===== src/rtl/dp_ctrl_pkg.sv =====
// Shared definitions for the instruction sequencer slice.
//   - ALU operation codes driven on alu_control
//   - RV32 opcode / funct7 constants for the supported instructions
//   - FSM state enum (also exported on the sequencer debug port)
//   - dec_t: decoded view of one instruction word
package dp_ctrl_pkg;

  localparam logic [3:0] ALU_AND = 4'b0000;
  localparam logic [3:0] ALU_OR  = 4'b0001;
  localparam logic [3:0] ALU_ADD = 4'b0010;
  localparam logic [3:0] ALU_XOR = 4'b0100;
  localparam logic [3:0] ALU_SUB = 4'b0110;
  localparam logic [3:0] ALU_SLT = 4'b0111;

  localparam logic [6:0] OP_RTYPE  = 7'b0110011;
  localparam logic [6:0] OP_BRANCH = 7'b1100011;

  localparam logic [6:0] F7_BASE = 7'b0000000;
  localparam logic [6:0] F7_ALT  = 7'b0100000;

  typedef enum logic [1:0] {
    ST_IDLE   = 2'd0,
    ST_DECODE = 2'd1,
    ST_EXEC   = 2'd2,
    ST_RESP   = 2'd3
  } state_t;

  typedef struct packed {
    logic [4:0] rs1;
    logic [4:0] rs2;
    logic [4:0] rd;
    logic [3:0] alu;
    logic       we;         // instruction writes rd
    logic       is_branch;
    logic       is_bne;     // branch sense: 0 = BEQ, 1 = BNE
    logic       illegal;
  } dec_t;

endpackage


===== src/rtl/dp_instr_sequencer_if.sv =====
// Bundle between the instruction source / datapath and the sequencer.
//   master : instruction source + datapath side (drives instr_valid, instr, zero_flag)
//   slave  : sequencer side (drives ready, register numbers, alu_control, strobes, counter)
//
// Handshake: an instruction transfers on a rising clock edge where
// instr_valid && instr_ready are both high. instr_ready is high only while
// the sequencer is idle; instr and instr_valid are ignored at every other
// time, and the source may drop instr_valid at any point without penalty.
interface dp_instr_sequencer_if #(
  parameter int CNT_W = 16
);
  logic             instr_valid;
  logic [31:0]      instr;
  logic             instr_ready;
  logic             zero_flag;
  logic [4:0]       read_reg_num1;
  logic [4:0]       read_reg_num2;
  logic [4:0]       write_reg;
  logic [3:0]       alu_control;
  logic             regwrite;
  logic             done;
  logic             illegal;
  logic             branch_taken;
  logic [CNT_W-1:0] retired_cnt;

  modport master (
    output instr_valid, instr, zero_flag,
    input  instr_ready, read_reg_num1, read_reg_num2, write_reg, alu_control,
           regwrite, done, illegal, branch_taken, retired_cnt
  );

  modport slave (
    input  instr_valid, instr, zero_flag,
    output instr_ready, read_reg_num1, read_reg_num2, write_reg, alu_control,
           regwrite, done, illegal, branch_taken, retired_cnt
  );
endinterface


===== src/rtl/dp_instr_decoder.sv =====
// Combinational decoder: RV32 instruction word -> dec_t.
//   instr : instruction word
//   dec   : register numbers, ALU code, write-enable, branch flags, illegal
// Build option: DP_BRANCH_EN makes BEQ/BNE legal (compare via SUB, no write).
// Without it every branch opcode decodes as illegal.
module dp_instr_decoder
  import dp_ctrl_pkg::*;
(
  input  logic [31:0] instr,
  output dec_t        dec
);

  logic [6:0] opcode;
  logic [2:0] funct3;
  logic [6:0] funct7;

  assign opcode = instr[6:0];
  assign funct3 = instr[14:12];
  assign funct7 = instr[31:25];

  always_comb begin
    dec         = '0;
    dec.rs1     = instr[19:15];
    dec.rs2     = instr[24:20];
    dec.rd      = instr[11:7];
    dec.alu     = ALU_AND;
    dec.illegal = 1'b1;
    if (opcode == OP_RTYPE) begin
      case ({funct7, funct3})
        {F7_BASE, 3'b000}: begin dec.alu = ALU_ADD; dec.we = 1'b1; dec.illegal = 1'b0; end
        {F7_ALT,  3'b000}: begin dec.alu = ALU_SUB; dec.we = 1'b1; dec.illegal = 1'b0; end
        {F7_BASE, 3'b111}: begin dec.alu = ALU_AND; dec.we = 1'b1; dec.illegal = 1'b0; end
        {F7_BASE, 3'b110}: begin dec.alu = ALU_OR;  dec.we = 1'b1; dec.illegal = 1'b0; end
        {F7_BASE, 3'b100}: begin dec.alu = ALU_XOR; dec.we = 1'b1; dec.illegal = 1'b0; end
        {F7_BASE, 3'b010}: begin dec.alu = ALU_SLT; dec.we = 1'b1; dec.illegal = 1'b0; end
        default: ;
      endcase
    end
`ifdef DP_BRANCH_EN
    else if (opcode == OP_BRANCH && (funct3 == 3'b000 || funct3 == 3'b001)) begin
      // The rd field of a branch carries immediate bits, so no register is named.
      dec.rd        = '0;
      dec.alu       = ALU_SUB;
      dec.is_branch = 1'b1;
      dec.is_bne    = funct3[0];
      dec.illegal   = 1'b0;
    end
`endif
  end

endmodule


===== src/rtl/dp_instr_sequencer.sv =====
// Multi-cycle controller for a register-file + ALU datapath.
// Ports:
//   clock, reset : rising-edge clock, asynchronous active-high reset
//   bus          : dp_instr_sequencer_if.slave (handshake, datapath controls,
//                  done/illegal/branch_taken response, retired_cnt)
//   state_dbg    : current FSM state
// Parameter CNT_W: width of the wrapping retired-instruction counter.
// Build option DP_BRANCH_EN: BEQ/BNE supported, branch_taken reported with done;
// otherwise branch_taken is constant 0.
//
// Sequence per instruction: IDLE -(accept)-> DECODE -> EXEC -> RESP -> IDLE.
// Every output is a register loaded from the value the next state calls for,
// so each output changes on the same edge as the state it belongs to.
module dp_instr_sequencer
  import dp_ctrl_pkg::*;
#(
  parameter int CNT_W = 16
) (
  input  logic                 clock,
  input  logic                 reset,
  dp_instr_sequencer_if.slave  bus,
  output state_t               state_dbg
);

  state_t state_q, state_d;
  dec_t   dec_w;
  logic   accept;

  // Attributes of the accepted instruction needed after the accept edge.
  logic write_q, illegal_q;

  logic             ready_q, ready_d;
  logic [4:0]       rs1_q, rs1_d, rs2_q, rs2_d, rd_q, rd_d;
  logic [3:0]       alu_q, alu_d;
  logic             regwrite_q, regwrite_d;
  logic             done_q, done_d;
  logic             illegal_o_q, illegal_o_d;
  logic             branch_q, branch_d;
  logic [CNT_W-1:0] cnt_q, cnt_d;

  dp_instr_decoder u_decoder (
    .instr (bus.instr),
    .dec   (dec_w)
  );

  // ready_q is high exactly in IDLE, so this is valid && ready.
  assign accept = (state_q == ST_IDLE) && bus.instr_valid;

`ifdef DP_BRANCH_EN
  logic is_branch_q, is_bne_q;
`else
  logic unused_branch;
  assign unused_branch = ^{dec_w.is_branch, dec_w.is_bne, bus.zero_flag};
`endif

  // State register
  always_ff @(posedge clock or posedge reset) begin
    if (reset) state_q <= ST_IDLE;
    else       state_q <= state_d;
  end

  // Next-state logic
  always_comb begin
    state_d = state_q;
    case (state_q)
      ST_IDLE:   if (accept) state_d = ST_DECODE;
      ST_DECODE: state_d = ST_EXEC;
      ST_EXEC:   state_d = ST_RESP;
      ST_RESP:   state_d = ST_IDLE;
      default:   state_d = ST_IDLE;
    endcase
  end

  // Output logic (values loaded into the output registers)
  always_comb begin
    rs1_d = rs1_q;
    rs2_d = rs2_q;
    rd_d  = rd_q;
    alu_d = alu_q;
    if (accept) begin
      rs1_d = dec_w.rs1;
      rs2_d = dec_w.rs2;
      rd_d  = dec_w.rd;
      alu_d = dec_w.alu;
    end
    ready_d     = (state_d == ST_IDLE);
    regwrite_d  = (state_d == ST_EXEC) && write_q;
    done_d      = (state_d == ST_RESP);
    illegal_o_d = done_d && illegal_q;
`ifdef DP_BRANCH_EN
    // zero_flag is taken at the EXEC->RESP edge, i.e. at the end of EXEC.
    branch_d    = done_d && is_branch_q && (bus.zero_flag ^ is_bne_q);
`else
    branch_d    = 1'b0;
`endif
    cnt_d = cnt_q;
    if (done_d && !illegal_q) cnt_d = cnt_q + 1'b1;
  end

  // Per-instruction attributes, captured on the accept edge.
  always_ff @(posedge clock or posedge reset) begin
    if (reset) begin
      write_q   <= 1'b0;
      illegal_q <= 1'b0;
`ifdef DP_BRANCH_EN
      is_branch_q <= 1'b0;
      is_bne_q    <= 1'b0;
`endif
    end else if (accept) begin
      // Writes to x0 are dropped here so regwrite never names x0.
      write_q   <= dec_w.we && (dec_w.rd != 5'd0);
      illegal_q <= dec_w.illegal;
`ifdef DP_BRANCH_EN
      is_branch_q <= dec_w.is_branch;
      is_bne_q    <= dec_w.is_bne;
`endif
    end
  end

  // Output registers
  always_ff @(posedge clock or posedge reset) begin
    if (reset) begin
      ready_q     <= 1'b1;
      rs1_q       <= '0;
      rs2_q       <= '0;
      rd_q        <= '0;
      alu_q       <= '0;
      regwrite_q  <= 1'b0;
      done_q      <= 1'b0;
      illegal_o_q <= 1'b0;
      branch_q    <= 1'b0;
      cnt_q       <= '0;
    end else begin
      ready_q     <= ready_d;
      rs1_q       <= rs1_d;
      rs2_q       <= rs2_d;
      rd_q        <= rd_d;
      alu_q       <= alu_d;
      regwrite_q  <= regwrite_d;
      done_q      <= done_d;
      illegal_o_q <= illegal_o_d;
      branch_q    <= branch_d;
      cnt_q       <= cnt_d;
    end
  end

  assign bus.instr_ready   = ready_q;
  assign bus.read_reg_num1 = rs1_q;
  assign bus.read_reg_num2 = rs2_q;
  assign bus.write_reg     = rd_q;
  assign bus.alu_control   = alu_q;
  assign bus.regwrite      = regwrite_q;
  assign bus.done          = done_q;
  assign bus.illegal       = illegal_o_q;
  assign bus.branch_taken  = branch_q;
  assign bus.retired_cnt   = cnt_q;
  assign state_dbg         = state_q;

endmodule

===== src/flat_wrapper.sv =====
// flat-port wrapper written by rule: the top's interface ports become plain ports
module dp_instr_sequencer_flat import dp_ctrl_pkg::*;
#(
  parameter int CNT_W = 16
)
  (clock, reset, state_dbg, bus_instr_valid, bus_instr, bus_zero_flag, bus_instr_ready, bus_read_reg_num1, bus_read_reg_num2, bus_write_reg, bus_alu_control, bus_regwrite, bus_done, bus_illegal, bus_branch_taken, bus_retired_cnt);
  dp_instr_sequencer_if #(.CNT_W(CNT_W)) bus_i ();
  input  logic clock;
  input  logic reset;
  output state_t state_dbg;
  input wire logic [$bits(bus_i.instr_valid)-1:0] bus_instr_valid;
  input wire logic [$bits(bus_i.instr)-1:0] bus_instr;
  input wire logic [$bits(bus_i.zero_flag)-1:0] bus_zero_flag;
  output wire logic [$bits(bus_i.instr_ready)-1:0] bus_instr_ready;
  output wire logic [$bits(bus_i.read_reg_num1)-1:0] bus_read_reg_num1;
  output wire logic [$bits(bus_i.read_reg_num2)-1:0] bus_read_reg_num2;
  output wire logic [$bits(bus_i.write_reg)-1:0] bus_write_reg;
  output wire logic [$bits(bus_i.alu_control)-1:0] bus_alu_control;
  output wire logic [$bits(bus_i.regwrite)-1:0] bus_regwrite;
  output wire logic [$bits(bus_i.done)-1:0] bus_done;
  output wire logic [$bits(bus_i.illegal)-1:0] bus_illegal;
  output wire logic [$bits(bus_i.branch_taken)-1:0] bus_branch_taken;
  output wire logic [$bits(bus_i.retired_cnt)-1:0] bus_retired_cnt;
  assign bus_i.instr_valid = bus_instr_valid;
  assign bus_i.instr = bus_instr;
  assign bus_i.zero_flag = bus_zero_flag;
  assign bus_instr_ready = bus_i.instr_ready;
  assign bus_read_reg_num1 = bus_i.read_reg_num1;
  assign bus_read_reg_num2 = bus_i.read_reg_num2;
  assign bus_write_reg = bus_i.write_reg;
  assign bus_alu_control = bus_i.alu_control;
  assign bus_regwrite = bus_i.regwrite;
  assign bus_done = bus_i.done;
  assign bus_illegal = bus_i.illegal;
  assign bus_branch_taken = bus_i.branch_taken;
  assign bus_retired_cnt = bus_i.retired_cnt;
  dp_instr_sequencer #(.CNT_W(CNT_W)) u_core (.clock(clock), .reset(reset), .bus(bus_i), .state_dbg(state_dbg));
endmodule

===== config.mk =====
export PLATFORM = sky130hd
export DESIGN_NAME = dp_instr_sequencer_flat
export DESIGN_NICKNAME = d
export VERILOG_FILES = /design/src/rtl/dp_ctrl_pkg.sv /design/src/rtl/dp_instr_sequencer_if.sv /design/src/rtl/dp_instr_decoder.sv /design/src/rtl/dp_instr_sequencer.sv /design/src/flat_wrapper.sv
export SDC_FILE = /design/constraint.sdc
export NUM_CORES = 1
export LEC_CHECK = 0
export ABC_AREA = 1
export CORE_AREA = 2 2 75 77
export CTS_CLUSTER_SIZE = 24
export DETAILED_ROUTE_END_ITERATION = 10
export DIE_AREA = 0 0 77 79
export GPL_ROUTABILITY_DRIVEN = 0
export PLACE_DENSITY = 0.86
export SETUP_SLACK_MARGIN = 0.15
export SLEW_MARGIN = 15
export SYNTH_ARGS = -nofsm -noshare
export SYNTH_HDL_FRONTEND = slang
export SYNTH_SLANG_ARGS = --single-unit

===== constraint.sdc =====
create_clock -name clock -period 1.5 [get_ports clock]
set_input_delay 0.3 -clock clock [delete_from_list [all_inputs] [get_ports clock]]
set_output_delay 0.3 -clock clock [all_outputs]
set_load 0.01 [all_outputs]

# ---- Word level (Yosys, flattened, before mapping)
# Cells that the tools add are included.
dict set report op_classes {
  mux 6
  n_reduce_logical 11
  eq_ne 11
  add_sub_neg 1
}
# op n
set op_table {}
lappend op_table {{$eq 10x3->1 const B} 3}
lappend op_table {{$pmux 4 s6} 1}
lappend op_table {{$add 16x1->16 const B} 1}
lappend op_table {{$eq 10x2->1 const B} 1}
lappend op_table {{$eq 10x9->1 const B} 1}
lappend op_table {{$logic_not 10->1} 1}
lappend op_table {{$eq 2x2->1 const B} 4}
lappend op_table {{$pmux 2 s4} 1}
lappend op_table {{$eq 7x6->1 const B} 1}
lappend op_table {{$reduce_or 6->1} 1}
lappend op_table {{$logic_and 1x1->1} 5}
lappend op_table {{$reduce_bool 5->1} 1}
lappend op_table {{$logic_not 2->1} 2}
lappend op_table {{$mux 4} 1}
lappend op_table {{$eq 2x1->1 const B} 1}
lappend op_table {{$mux 1} 2}
lappend op_table {{$mux 2} 1}
lappend op_table {{$logic_not 1->1} 1}
dict set report word_totals {
  regBits 43
  wordCells 41
  in_bits 36
  output_inout_bits 42
}

# ---- Depth between registers and ports, before layout
dict set report logic_depth {
  depth_word 6
  mapped_depth 10
  mapped_depth_nobuf 10
}

# ---- By module
# Synthesis repeated with hierarchy kept, for this count alone.
dict set report unflattened {
  cells_unflattened 265
  area_unflattened_um2 2219.6
}
# module seq_area_each_um2 area_each_um2 cells_each instances
set modules_own_cells {}
lappend modules_own_cells {dp_instr_sequencer 1077.3 1886.8 210 1}
lappend modules_own_cells {dp_instr_decoder 0.0 332.8 55 1}

# ---- Worst setup path before layout
# No wires, ideal clock.
dict set report synth_path {
  path_type {register -> register}
  start {register u_core.state_q[0] (netlist: u_core.state_dbg[0])}
  end {register u_core.cnt_q[14] (netlist: u_core.bus.retired_cnt[14])}
  required_ns 1.380
  path_stages_with_launch 10
  n_path_buf 0
  period_less_slack_ns 1.501
  setup_time_ns 0.120
  slack_ns -0.001
  arrival_time_ns 1.381
  cell_sequence {dfrtp_1 inv_1 ha_1 nand2_4 nor2_4 nand2_4 nor2_4 nand2_2 o21ai_1 nand2_1}
}
dict set report synth_between {
  elab_chain_len 6
  word_cells_on_any_way 9
  cone_classes {eq/ne (4); mux (2); reduce/logical (3)}
}
# element line
set synth_rtl {}
lappend synth_rtl {{start, declared} dp_instr_sequencer.sv:25} ;# state_t state_q, state_d;
lappend synth_rtl {{start signal, assigned} dp_instr_sequencer.sv:59} ;# else state_q <= state_d;
lappend synth_rtl {{$logic_not 2->1} {dp_instr_sequencer.sv:47, dp_instr_sequencer.sv:65}}
lappend synth_rtl {{$logic_and 1x1->1} dp_instr_sequencer.sv:47} ;# assign accept = (state_q == ST_IDLE) && bus.instr_valid;
lappend synth_rtl {{$mux 2} dp_instr_sequencer.sv:66} ;# ST_IDLE: if (accept) state_d = ST_DECODE;
lappend synth_rtl {{$pmux 2 s4 *} dp_instr_sequencer.sv:65} ;# case (state_q)
lappend synth_rtl {{$eq 2x2->1 *} dp_instr_sequencer.sv:88} ;# done_d = (state_d == ST_RESP);
lappend synth_rtl {{via u_core.done_d} dp_instr_sequencer.sv:36} ;# logic done_q, done_d;
lappend synth_rtl {{$logic_and 1x1->1 *} dp_instr_sequencer.sv:97} ;# if (done_d && !illegal_q) cnt_d = cnt_q + 1'b1;
lappend synth_rtl {{end signal, assigned} dp_instr_sequencer.sv:143} ;# cnt_q <= cnt_d;
lappend synth_rtl {{end, declared} dp_instr_sequencer.sv:39} ;# logic [CNT_W-1:0] cnt_q, cnt_d;
# Mark *: on every way through the listed nets, which the timed path passes. The rest lies on a longest branch.
# A chain may end at the register's enable or synchronous reset.

# ---- Final worst setup path
dict set report layout_path {
  start {register u_core.state_q[0] (netlist: u_core.state_dbg[0])}
  end {register u_core.cnt_q[11] (netlist: u_core.bus.retired_cnt[11])}
}
# The elaborated chain is that of the path after synthesis.

==> results_dict.tcl <==
set metrics [dict create \
    fin_skew_ns 0.00900 \
    yosys_warnings 0 \
    post_drt_wl_per_cell_um 12.0 \
    clk_root_buffer_cell "clkbuf_8" \
    r2r_start "u_core.state_dbg[0]$_DFF_PP0_" \
    cp-startpoint "u_core.state_dbg[0]$_DFF_PP0_" \
    p_leak_nw 1.79 \
    vdd_drop_max_v 0.000951 \
    cts_hold_buf 0 \
    period_minus_slack_ns 1.39 \
    portBuffers 74 \
    rsz0062_at_grt "true" \
    p_int_mw 2.44 \
    nets 381 \
    antenna_left 0 \
    fp.dieH_um 79 \
    synth_cell_types 28 \
    global_route.usage.met1 0.184 \
    grt.met3_usage 0.0614 \
    dpl_cell_area_um2 2930 \
    drt-total-wl_um 4950 \
    crit_path_max_fanout 4 \
    cts.sinks 42 \
    fin_ws_ns 0.111 \
    ys_seq_area_frac 0.527 \
    htreeDepth 2 \
    drtPass1Iterations 4 \
    synth_cells 232 \
    drv_cap 0 \
    cts_tree "done" \
    fmax_ghz 0.720 \
    crit_arrival_ns 1.62 \
    coreArea_um2 5340 \
    io-pin-count 78 \
    hold_violations 0 \
    largest_register_ffs 16 \
    grt_use_total 0.167 \
    syn_to_final_growth_pct 59.2 \
    yosys_register_bits 42 \
    setup_viol 0 \
    finalCritPeriodShare 0.926 \
    outcome "finished, final reports clean" \
    hpwl_um 3440 \
    seq_power_share 0.431 \
    n_antenna_cell 0 \
    clockPowerShare 0.185 \
    cts_buffer_depth 2 \
    rows 27 \
    clk_pin_slew_worst_paths_ns 0.08 \
    drt_iter0_drc 66 \
    criticalPathCategory "flop to flop" \
    dpl_worst_slack_ns -0.0658 \
    die_x_um 77 \
    grt_max_degree 24 \
    min_path_type "input port to asynchronous set/reset pin" \
    utilization 0.596 \
    cp.required_ns 1.74 \
    swShare 0.337 \
    numCtsBuffers 5 \
    drc 0 \
    switchingPower_mw 1.24 \
    die_area_um2 6080 \
    start_util 0.374 \
    power_frac_comb 0.384 \
    cp-end-kind "flop" \
    grt_busiest_layer "met2" \
    netlist_area_um2 2000 \
    crit_path_start_kind "flop" \
    use_met2 0.305 \
    drive_above_1_share 0.196 \
    via_per_inst 4.52 \
    cellPowerDensity_nw_per_um2 1160 \
    clock_latency_ns 0.29 \
    grt_pass1_wl_um 8100 \
    grt_overflow_total 0 \
    grt_pass1_vias 1940 \
    antenna_found_initial 0 \
    final_max_slew_viol_count 0 \
    final_area_um2 3180 \
    synth.avg_cell_area_um2 8.61 \
    route.vias.total 1867 \
]
-- per-layer routing --
metal,part of all wire,up-vias
met5,0,-
met4,0.0061,0
met3,0.057,4
met2,0.54,60
met1,0.40,866
li1,-,937
-- cell type report --
type / count / area [um^2]
Multi-Input combinational cell: 160 / 913
Tap cell: 72 / 90.1
Timing Repair Buffer: 106 / 950
Sequential cell: 42 / 1050
Fill cell: 479 / 2160
Clock buffer: 7 / 76.3
Inverter: 26 / 97.6
-- cells in the mapped netlist, drive strengths merged --
cell type / instances / area share
a21oi: 1 / 0.0025
conb: 1 / 0.0019
nand2: 81 / 0.16
nand3b: 2 / 0.0075
nand3: 15 / 0.043
ha: 4 / 0.025
xnor2: 6 / 0.026
a21o: 1 / 0.0038
buf: 3 / 0.010
nor3: 4 / 0.010
nand4: 2 / 0.0094
dfstp: 1 / 0.013
o211ai: 1 / 0.0038
nor2: 26 / 0.066
clkbuf: 2 / 0.0038
xor2: 6 / 0.026
o21ai: 9 / 0.023
dfrtp: 41 / 0.51
inv: 26 / 0.049
-- metrics by stage --
step	total power, mW	std cells	setup TNS (ns)	hold slack [ns]
3_3_place_gp	3.14	387	-0.0587	0.464
6_report	3.68	413	0	0.233
2_1_floorplan	2.25	233	0	0.410
4_1_cts	3.72	409	0	0.246
3_5_place_dp	3.19	387	-0.207	0.464
5_1_grt	3.96	413	-0.00611	0.231
-- repair_timing --
item | 4_1_cts | 5_1_grt
resized for setup | 50 | 20
pin swaps | 5 | 14
setup endpoints to repair | 47 | 33
buffers inserted | 15 | 4
-- placed cells by master (no fill, tap or decap), types with 2 or more instances in the layout --
cell and count:
nand2_1 76, dfrtp_1 41, dlygate4sd2_1 35, clkdlybuf4s50_1 34, buf_4 28, inv_1 23
nor2_1 18, nand3_1 12, o21ai_0 7, nor2_4 6, xor2_1 5, xnor2_1 5
clkbuf_8 5, nand2_4 4, nand3_2 3, ha_1 3, inv_2 2, nor3_2 2
nor2_2 2, nand3b_1 2, o21ai_1 2, conb_1 2, clkbuf_1 2, clkbuf_2 2
buf_2 2, buf_12 2, buf_6 2
-- kinds of logic after synthesis --
group,count (synthesis),share of synthesized area
AO/OA/AOI/OAI,12,0.0326
XOR/XNOR,12,0.0526
adder cells (fa/ha/maj),4,0.0251
buffers and inverters,31,0.0627
flip-flops,42,0.527
other,1,0.00188
AND/OR/NAND/NOR,130,0.298
-- power by group through the flow --
stage,registers (mW),clock network (mW),logic [mW]
final,1.59,0.681,1.42
after detailed placement,1.62,0,1.57
after CTS,1.59,0.696,1.44
after global placement,1.62,0,1.53
after floorplan,1.77,0,0.482
after global routing,1.63,0.764,1.57
-- worst max-delay path: stages (launching register included) --
cell	delay (ns)
dfrtp_1	0.39
inv_2	0.08
ha_4	0.14
nand2_4	0.07
nor2_4	0.17
nand2_2	0.10
nor2_4	0.16
a21o_1	0.13
nand2_1	0.04
inv_1	0.05
-- path summary, 6_finish.rpt --
kind	endpoint	slack, ns	cells past startpoint
worst max-delay path	u_core.bus.retired_cnt[11]$_DFFE_PP0P_	0.11	9
worst min-delay path	u_core.bus.retired_cnt[11]$_DFFE_PP0P_	0.23	2
worst max register to register	u_core.bus.retired_cnt[11]$_DFFE_PP0P_	0.11	9
worst min register to register	u_core.bus.read_reg_num1[1]$_DFFE_PP0P_	0.48	2
max in group asynchronous	u_core.bus.retired_cnt[2]$_DFFE_PP0P_	0.80	3
min in group clock	u_core.bus.read_reg_num1[1]$_DFFE_PP0P_	0.48	2
No activity file was read; power rests on OpenSTA's default activity.
